File: src/rtl/jt6295_romcache_if.sv
// jt6295_romcache_if: jt6295 ROM port plus SDRAM fetch port seen by the ROM cache
interface jt6295_romcache_if;
  logic [17:0] rom_addr;
  logic [7:0]  rom_data;
  logic        rom_ok;
  logic [15:0] sdram_addr;
  logic        sdram_req;
  logic        sdram_ack;
  logic        sdram_dok;
  logic [31:0] sdram_data;
  modport master (
    output rom_addr, sdram_ack, sdram_dok, sdram_data,
    input  rom_data, rom_ok, sdram_addr, sdram_req
  );
  modport slave (
    input  rom_addr, sdram_ack, sdram_dok, sdram_data,
    output rom_data, rom_ok, sdram_addr, sdram_req
  );
endinterface

File: src/rtl/jt6295_romcache.sv
// jt6295_romcache: fully associative word cache feeding jt6295 ROM bytes; JT6295_PREFETCH_EN adds next-word prefetch
module jt6295_romcache #(
  parameter int LINES = 4
) (
  input logic             clk,
  input logic             rst_n,
  jt6295_romcache_if.slave bus
);
  localparam int VW = $clog2(LINES);
`ifdef JT6295_PREFETCH_EN
  typedef enum logic [2:0] {IDLE, REQ, WAIT, FILL, PREFETCH} state_t;
`else
  typedef enum logic [1:0] {IDLE, REQ, WAIT, FILL} state_t;
`endif
  state_t state, state_nx;
  logic [LINES-1:0] valid;
  logic [15:0] tag [LINES];
  logic [31:0] line [LINES];
  logic [VW-1:0] victim;
  logic [31:0] fill_data;
  logic [15:0] word_addr;
  logic [17:0] last_addr;
  logic [7:0] data_q;
  logic hit_q, hit, capture;
  logic [31:0] hit_word;
`ifdef JT6295_PREFETCH_EN
  logic pf, pf_hit;
  // next-word lookup used to skip prefetches of words already cached
  always_comb begin
    pf_hit = 1'b0;
    for (int i = 0; i < LINES; i++)
      if (valid[i] && tag[i] == word_addr + 16'd1) pf_hit = 1'b1;
  end
`endif
  // parallel tag compare against the current byte address
  always_comb begin
    hit = 1'b0;
    hit_word = '0;
    for (int i = 0; i < LINES; i++)
      if (valid[i] && tag[i] == bus.rom_addr[17:2]) begin
        hit = 1'b1;
        hit_word = line[i];
      end
  end
  assign capture = (state == REQ && bus.sdram_ack && bus.sdram_dok) || (state == WAIT && bus.sdram_dok);
  // next-state logic; a started fetch always runs to FILL
  always_comb begin
    state_nx = state;
    case (state)
      IDLE: if (!hit) state_nx = REQ;
      REQ:  if (bus.sdram_ack) state_nx = bus.sdram_dok ? FILL : WAIT;
      WAIT: if (bus.sdram_dok) state_nx = FILL;
`ifdef JT6295_PREFETCH_EN
      FILL: state_nx = pf ? IDLE : PREFETCH;
      PREFETCH: state_nx = pf_hit ? IDLE : REQ;
`else
      FILL: state_nx = IDLE;
`endif
      default: state_nx = IDLE;
    endcase
  end
  // state register
  always_ff @(posedge clk or negedge rst_n)
    if (!rst_n) state <= IDLE;
    else state <= state_nx;
  // hit pipeline, fetch address/data latches, valid bits and victim pointer
  always_ff @(posedge clk or negedge rst_n)
    if (!rst_n) begin
      valid     <= '0;
      victim    <= '0;
      word_addr <= '0;
      fill_data <= '0;
      data_q    <= '0;
      hit_q     <= 1'b0;
      last_addr <= '0;
`ifdef JT6295_PREFETCH_EN
      pf        <= 1'b0;
`endif
    end else begin
      hit_q     <= hit;
      last_addr <= bus.rom_addr;
      if (hit) data_q <= hit_word[{bus.rom_addr[1:0], 3'b000} +: 8];
      if (state == IDLE && !hit) word_addr <= bus.rom_addr[17:2];
      if (capture) fill_data <= bus.sdram_data;
      if (state == FILL) begin
        valid[victim] <= 1'b1;
        victim        <= victim + VW'(1);
      end
`ifdef JT6295_PREFETCH_EN
      if (state == FILL) pf <= 1'b0;
      if (state == PREFETCH) begin
        pf <= !pf_hit;
        if (!pf_hit) word_addr <= word_addr + 16'd1;
      end
`endif
    end
  // line storage needs no reset: valid bits gate every use
  always_ff @(posedge clk)
    if (state == FILL) begin
      tag[victim]  <= word_addr;
      line[victim] <= fill_data;
    end
  assign bus.rom_data   = data_q;
  assign bus.rom_ok     = hit_q && last_addr == bus.rom_addr;
  assign bus.sdram_addr = word_addr;
  assign bus.sdram_req  = state == REQ;
endmodule

File: src/flat_wrapper.sv
// flat-port wrapper written by rule: the top's interface ports become plain ports
module jt6295_romcache_flat 
#(
  parameter int LINES = 4
)
  (clk, rst_n, bus_rom_addr, bus_sdram_ack, bus_sdram_dok, bus_sdram_data, bus_rom_data, bus_rom_ok, bus_sdram_addr, bus_sdram_req);
  jt6295_romcache_if bus_i ();
  input logic clk;
  input logic rst_n;
  input wire logic [$bits(bus_i.rom_addr)-1:0] bus_rom_addr;
  input wire logic [$bits(bus_i.sdram_ack)-1:0] bus_sdram_ack;
  input wire logic [$bits(bus_i.sdram_dok)-1:0] bus_sdram_dok;
  input wire logic [$bits(bus_i.sdram_data)-1:0] bus_sdram_data;
  output wire logic [$bits(bus_i.rom_data)-1:0] bus_rom_data;
  output wire logic [$bits(bus_i.rom_ok)-1:0] bus_rom_ok;
  output wire logic [$bits(bus_i.sdram_addr)-1:0] bus_sdram_addr;
  output wire logic [$bits(bus_i.sdram_req)-1:0] bus_sdram_req;
  assign bus_i.rom_addr = bus_rom_addr;
  assign bus_i.sdram_ack = bus_sdram_ack;
  assign bus_i.sdram_dok = bus_sdram_dok;
  assign bus_i.sdram_data = bus_sdram_data;
  assign bus_rom_data = bus_i.rom_data;
  assign bus_rom_ok = bus_i.rom_ok;
  assign bus_sdram_addr = bus_i.sdram_addr;
  assign bus_sdram_req = bus_i.sdram_req;
  jt6295_romcache #(.LINES(LINES)) u_core (.clk(clk), .rst_n(rst_n), .bus(bus_i));
endmodule
File: config.mk
export PLATFORM = sky130hd
export DESIGN_NAME = jt6295_romcache_flat
export DESIGN_NICKNAME = d
export VERILOG_FILES = /design/src/rtl/jt6295_romcache_if.sv /design/src/rtl/jt6295_romcache.sv /design/src/flat_wrapper.sv
export SDC_FILE = /design/constraint.sdc
export NUM_CORES = 1
export LEC_CHECK = 0
export CAP_MARGIN = 25
export CORE_MARGIN = 3
export CORE_UTILIZATION = 25
export DETAILED_ROUTE_END_ITERATION = 12
export GPL_TIMING_DRIVEN = 0
export PLACE_DENSITY = 0.38
export SYNTH_ARGS = -nofsm -noshare
export SYNTH_HDL_FRONTEND = slang
export SYNTH_SLANG_ARGS = --single-unit
File: constraint.sdc
create_clock -name clk -period 2.85 [get_ports clk]
set_clock_uncertainty 0.1 [all_clocks]
set_input_delay 0.4275 -clock clk [delete_from_list [all_inputs] [get_ports clk]]
set_output_delay 0.4275 -clock clk [all_outputs]
set_load 0.03 [all_outputs]
## After elaboration in Yosys (flattened, before gate mapping)

Memories as Yosys holds them, arrays and structs flattened.
Cells that the tools add are included.
W data, S select, Z words.

| word-level totals | value |
|---|---|
| register bits after elaboration | 83 |
| bits in latches | 0 |
| RAM bits | 192 |
| bits in read-only memories | 0 |
| bits of input ports | 54 |
| output and inout bits | 26 |
| word-level logic and storage cells | 57 |
| memories kept | 2 |

| cells by class | value |
|---|---|
| $add $sub $neg | 1 |
| multipliers | 0 |
| div/mod/pow operators | 0 |
| $lt $le $gt $ge | 2 |
| eq/ne operators | 11 |
| shifts and indexed selects | 1 |
| mux-type cells | 17 |
| bitwise logic cells | 1 |
| reduce and logical (&&, ||, !) cells | 14 |

Memories:

| memory | depth | width | read ports | clocked after Yosys merged registers in | wr ports | line | RTL |
|---|---|---|---|---|---|---|---|
| u_core.line | 4 | 32 | 4 | 0 | 1 | jt6295_romcache.sv:18 | `logic [31:0] line [LINES];` |
| u_core.tag | 4 | 16 | 4 | 0 | 1 | jt6295_romcache.sv:17 | `logic [15:0] tag [LINES];` |

Operators with widths:

| cell | number |
|---|---|
| $mux W32 | 4 |
| $eq A16 B16 Y1 | 4 |
| $shiftx A32 B6 Y8 | 1 |
| $eq A18 B18 Y1 | 1 |
| $logic_and A1 B1 Y1 | 10 |
| $mux W1 | 8 |
| $pmux W2 S4 | 1 |
| $mux W2 | 3 |
| $ne A2 B2 Y1 const B | 3 |
| $eq A2 B2 Y1 const B | 2 |
| $or A4 B4 Y4 | 1 |
| $lt A2 B3 Y1 const B | 1 |
| $reduce_and A3 Y1 | 1 |
| $add A2 B1 Y2 const B | 1 |
| $demux W1 S2 | 1 |
| $eq A2 B1 Y1 const B | 1 |
| $ge A2 B1 Y1 const B | 1 |
| $logic_not A2 Y1 | 1 |
| $logic_not A1 Y1 | 1 |
| $logic_or A1 B1 Y1 | 1 |

## Depth between registers and ports, before layout

An unclocked memory read counts as a cell.

| depth | value |
|---|---|
| word-level depth | 9 |
| gate-level depth with buffers | 12 |
| gate-level depth less buffers | 8 |

## Worst setup path before layout

Ideal clock, no wire load.

| timing path | value |
|---|---|
| kind | input to output |
| from | input port bus_rom_addr[14] |
| to | output port bus_rom_ok |
| arrival time | 2.230 ns |
| data required time | 2.322 ns |
| path slack | 0.092 ns |
| stages | 5 |
| buffers on the path | 1 |
| path through | buf_2 -> xnor2_1 -> nand4_1 -> or4_1 -> nor4_1 |

| between the ends | value |
|---|---|
| longest elaborated chain between the ends | 2 |

RTL lines:

| what | line | RTL |
|---|---|---|
| start: declaration | flat_wrapper.sv:10 | `input wire logic [$bits(bus_i.rom_addr)-1:0] bus_rom_addr;` |
| $eq A18 B18 Y1 | jt6295_romcache.sv:104 | `assign bus.rom_ok = hit_q && last_addr == bus.rom_addr;` |
| $logic_and A1 B1 Y1 | jt6295_romcache.sv:104 |  |
| end: declaration | flat_wrapper.sv:15 | `output wire logic [$bits(bus_i.rom_ok)-1:0] bus_rom_ok;` |

Every way passes these cells.

## Worst setup path after layout

| timing path | value |
|---|---|
| from | input port bus_rom_addr[6] |
| to | register u_core.data_q[3] (netlist: u_core.bus.rom_data[3]) |

| between the ends | value |
|---|---|
| longest elaborated chain between the ends | 7 |
| elaborated cells between the ends (all ways) | 17 |
| those cells by class | eq/ne: 4; shift: 1; mux: 8; reduce/logical: 4 |

RTL lines:

| what | line | RTL |
|---|---|---|
| $eq A16 B16 Y1 | jt6295_romcache.sv:40 | `if (valid[i] && tag[i] == bus.rom_addr[17:2]) begin` |
| $logic_and A1 B1 Y1 | jt6295_romcache.sv:40 |  |
| $mux W32 (4 in series) | jt6295_romcache.sv:40 |  |
| $shiftx A32 B6 Y8 | jt6295_romcache.sv:82 | `if (hit) data_q <= hit_word[{bus.rom_addr[1:0], 3'b000} +: 8];` |
| end signal: assignment | jt6295_romcache.sv:82 |  |
| end: declaration | jt6295_romcache.sv:23 | `logic [7:0] data_q;` |

Several ways; a longest one is shown, not always the timed one.
A chain may end at the register's enable or synchronous reset.

==> qor.yml <==
floorplan:
  coreArea_sq_um: 45500
  die_w_um: 221
  num_io_pins: 80
  chipHeight_um: 221
  rows: 78
  initial_utilization_pct: 25.4
  die_area_sq_um: 48800
worst_setup_path:
  path_max_fanout: 9
  reg2reg_setup_slack_ns: 0.07
  path_cells: "clkdlybuf4s50_1 > buf_6 > xor2_1 > or4_4 > or2_4 > buf_6 > or3_1 > a31oi_4 > o22ai_1 > a22o_1"
  worstSetupStartpointType: "input port"
  worstPathArrival_ns: 3.10
  reg2reg_to: "u_core.bus.rom_data[5]"
  end_kind: "register"
  slowest_stage: "clkdlybuf4s50_1"
  required_ns: 3.15
  crit_type: "in2reg"
  crit_path_max_incr_delay_ns: 0.44
  path_common_cell: "buf_6"
  rr_worst_depth: 11
  timing.rr.start: "u_core.tag[1][6]"
cells_and_area:
  fin_nets: 954
  antenna_cells: 0
  final_cell_count_no_fill: 1517
  utilization_pct: 33.2
  drive_above_1_share_pct: 29.8
  synthToLayoutAreaGrowth_pct: 30.8
sta:
  relSlewSlack_pct: 35.1
  rsz0062_at_grt: "yes"
  period_minus_slack_ns: 2.80
  setup_ws_ns: 0.0512
  finalHoldViolCount: 0
  setup_viol: 0
  finalMaxSlewViolations: 0
  fmax_ghz: 0.357
  setup_tns_ns: 0
  tightest_slew_ns: 0.973
  fin_crit_sh_pct: 98.2
global_route:
  grt_antenna_before_repair: 0
  grt.busiest_layer: "met2"
  met3_usage_pct: 2.36
  grt-ovfl-total: 0
  use_met2_pct: 20.6
  grtUsageMet1_pct: 19.0
  grt_pass1_vias: 6911
  grtUsageTotal_pct: 13.2
  grt_pass1_wl_um: 48200
  grt_max_degree: 50
clock_network:
  cts_tree: "built"
  clock-sinks: 275
  path_clk_slew_ns: 0.06
  htree_levels: 2
  cts.path.max_buffers: 3
  root_buffer: "clkbuf_16"
  cts_made_buffers: 34
  clock_latency_ns: 0.52
routing:
  drcViolationCount: 0
  final_antenna_net_count: 0
  wl_per_cell_um: 21.4
  vias: 6662
  firstDrtPassIters: 4
  routed_wl_um: 32500
  drt_iter0_drc: 327
  vias_per_cell: 4.39
logic_synthesis:
  syn-num-nets: 811
  synthTopCellsByArea: "edfxtp_1, dfrtp_1, mux2_2"
  synth.avg_cell_area_sq_um: 15.4
  yosys_warnings: 0
  synth.distinct_cells: 69
  synth-seq-cells: 275
  synth_top_cell_by_area: "edfxtp_1"
  syn_area_sq_um: 11500
  syn-instance-count: 748
  netlist.area_leader.share_pct: 49.9
  async_flop_share_pct: 30.2
  synth_flop_cell: "edfxtp_1"
  synth_edf_count: 192
  synth-seq-area-share_pct: 67.9
power_and_ir_drop:
  power.internal_mw: 9.50
  power_frac_seq_pct: 49.1
  p_clk_share_pct: 31.8
  peakVddDrop_uv: 348
  p_sw_mw: 3.94
  swShare_pct: 29.3
  pwr_density_cell_nw_per_um2: 890
  p_comb_share_pct: 19.1
  p_leak_nw: 5.36
placed_design:
  dpl.cell_count: 1429
  gp_congestion: 0.745
  portBuffers: 79
  dp_hpwl_um: 21600
  pre_cts_slack_ns: -1.28
worst_hold_path:
  whs_path_depth: 1
  min_to: "u_core.last_addr[11]"
  hold_class: "in2reg"
  min_from: "bus_rom_addr[11]"
run_status:
  status: "complete, no violations"
run:
  drv_cap: 0
## synth_stat cells (3+ instances only)
| cell | instances |
|---|---|
| nand2_1 | 13 |
| or4_1 | 3 |
| xor2_1 | 39 |
| mux2_2 | 49 |
| a21oi_1 | 9 |
| a31oi_1 | 22 |
| a221o_2 | 5 |
| nand3b_1 | 9 |
| o22ai_1 | 7 |
| buf_4 | 7 |
| nor4b_1 | 4 |
| o21a_1 | 7 |
| a22o_1 | 7 |
| o31a_1 | 6 |
| and4_1 | 5 |
| edfxtp_1 | 192 |
| nor4_1 | 9 |
| a221oi_2 | 7 |
| xnor2_1 | 42 |
| mux2i_1 | 9 |
| and2_1 | 6 |
| inv_1 | 15 |
| nor3b_1 | 9 |
| nor2_1 | 27 |
| clkbuf_1 | 5 |
| nor3_1 | 6 |
| ha_1 | 9 |
| or3_1 | 9 |
| o21ai_0 | 10 |
| buf_1 | 3 |
| a221oi_1 | 3 |
| dfrtp_1 | 83 |
| buf_6 | 13 |
| a211oi_1 | 8 |
| or2_2 | 12 |
| and3_2 | 7 |
| buf_2 | 13 |
| nand4_1 | 10 |
| nand3_1 | 12 |
## layout make-up
cell class / instances / area, sq um
Fill cell: 4503 / 30400
Sequential cell: 275 / 7840
Multi-Input combinational cell: 416 / 3880
Timing Repair Buffer: 108 / 1060
Clock buffer: 42 / 921
Tap cell: 600 / 751
Buffer: 41 / 404
Clock inverter: 20 / 186
Inverter: 15 / 56.3
## through the flow
| step | area, sq um | power [mW] | hold slack [ns] |
|---|---|---|---|
| global placement | 13100 | 9.16 | 0.399 |
| finish | 15100 | 13.4 | 0.00645 |
| floorplan | 11500 | 7.89 | 0.0319 |
| global route | 15100 | 14.1 | 0.00416 |
| CTS | 14700 | 13.6 | 0.0696 |
| detailed placement | 13100 | 9.15 | 0.357 |
## per-layer routing
metal | part of all wire [%] | vias up
met4 | 1.8 | 0
met1 | 49 | 3400
li1 | - | 3112
met5 | 0 | -
met2 | 46 | 108
met3 | 3.3 | 42
## sequential cells by signal, summed over array words and instances (netlist names)
signal and count:
u_core.valid 4, u_core.state 2, u_core.bus.rom_data 8, u_core.line 128
u_core.victim 2, u_core.hit_q 1, u_core.bus.sdram_addr 16, u_core.last_addr 18
u_core.tag 64, u_core.fill_data 32
## power groups by stage
stage	registers [mW]	clock network [mW]	logic (mW)
after floorplan	6.59	0	1.30
after global placement	6.72	0	2.44
after detailed placement	6.68	0	2.47
after CTS	6.62	4.40	2.57
after global routing	6.77	4.58	2.79
final	6.60	4.27	2.57
## cell usage in the layout (no fill, tap or decap), types with 8 or more instances in the layout
cell type / synthesis / routed
ha_1: 9 / 9
clkbuf_16: 0 / 34
or3_1: 9 / 8
xnor2_1: 42 / 24
nand2_1: 13 / 11
inv_1: 15 / 15
clkdlybuf4s50_1: 0 / 65
mux2i_1: 9 / 9
buf_6: 13 / 28
nand3b_1: 9 / 9
dfrtp_1: 83 / 83
or2_2: 12 / 11
edfxtp_1: 192 / 192
buf_4: 7 / 23
xor2_1: 39 / 35
a31oi_1: 22 / 15
mux2_2: 49 / 49
clkinv_2: 0 / 8
dlygate4sd2_1: 0 / 8
xnor2_2: 1 / 13
nand4_1: 10 / 10
o21ai_0: 10 / 10
nand3_1: 12 / 9
nor2_1: 27 / 26
## cells by family (layout without fill, tap and decap cells)
logic type | after synthesis | after routing | share of synthesized area (%)
xor gates and xnor gates | 83 | 83 | 6.42
AOI/OAI and AO/OA | 104 | 104 | 7.23
and+or+nand+nor | 162 | 162 | 8.80
adders and majority gates | 9 | 9 | 0.975
buffers and inverters | 57 | 226 | 3.11
muxes | 58 | 58 | 5.56
DFF | 275 | 275 | 67.9
## critical path: cells and delay by family
family | cells | cell delay, ns
XOR/XNOR | 1 | 0.17
AND/OR/NAND/NOR | 3 | 1.10
AO/OA/AOI/OAI | 3 | 0.63
buffers and inverters | 3 | 0.76
## worst max path at each step
| stage | cells past startpoint | slack, ns | end | startpoint |
|---|---|---|---|---|
| finish | 10 | 0.05 | u_core.bus.rom_data[3] | bus_rom_addr[6] |
| global route | 5 | -0.007 | bus_rom_ok | u_core.last_addr[0] |
| CTS | 5 | -0.06 | bus_rom_ok | u_core.last_addr[0] |
| detailed placement | 13 | -1.28 | u_core.bus.rom_data[4] | bus_rom_addr[7] |
| global placement | 1 | -2.73 | u_core.last_addr[3] | rst_n |
| floorplan | 5 | 0.09 | bus_rom_ok | bus_rom_addr[14] |
## repair_timing
item	in CTS	in global routing
gates resized for setup	90	52
setup endpoints to repair	28	21
endpoints found under the hold margin	34	3
pin swaps	16	33
hold buffers	1	3
setup buffers	12	11
No activity file was read; power rests on OpenSTA's default activity.
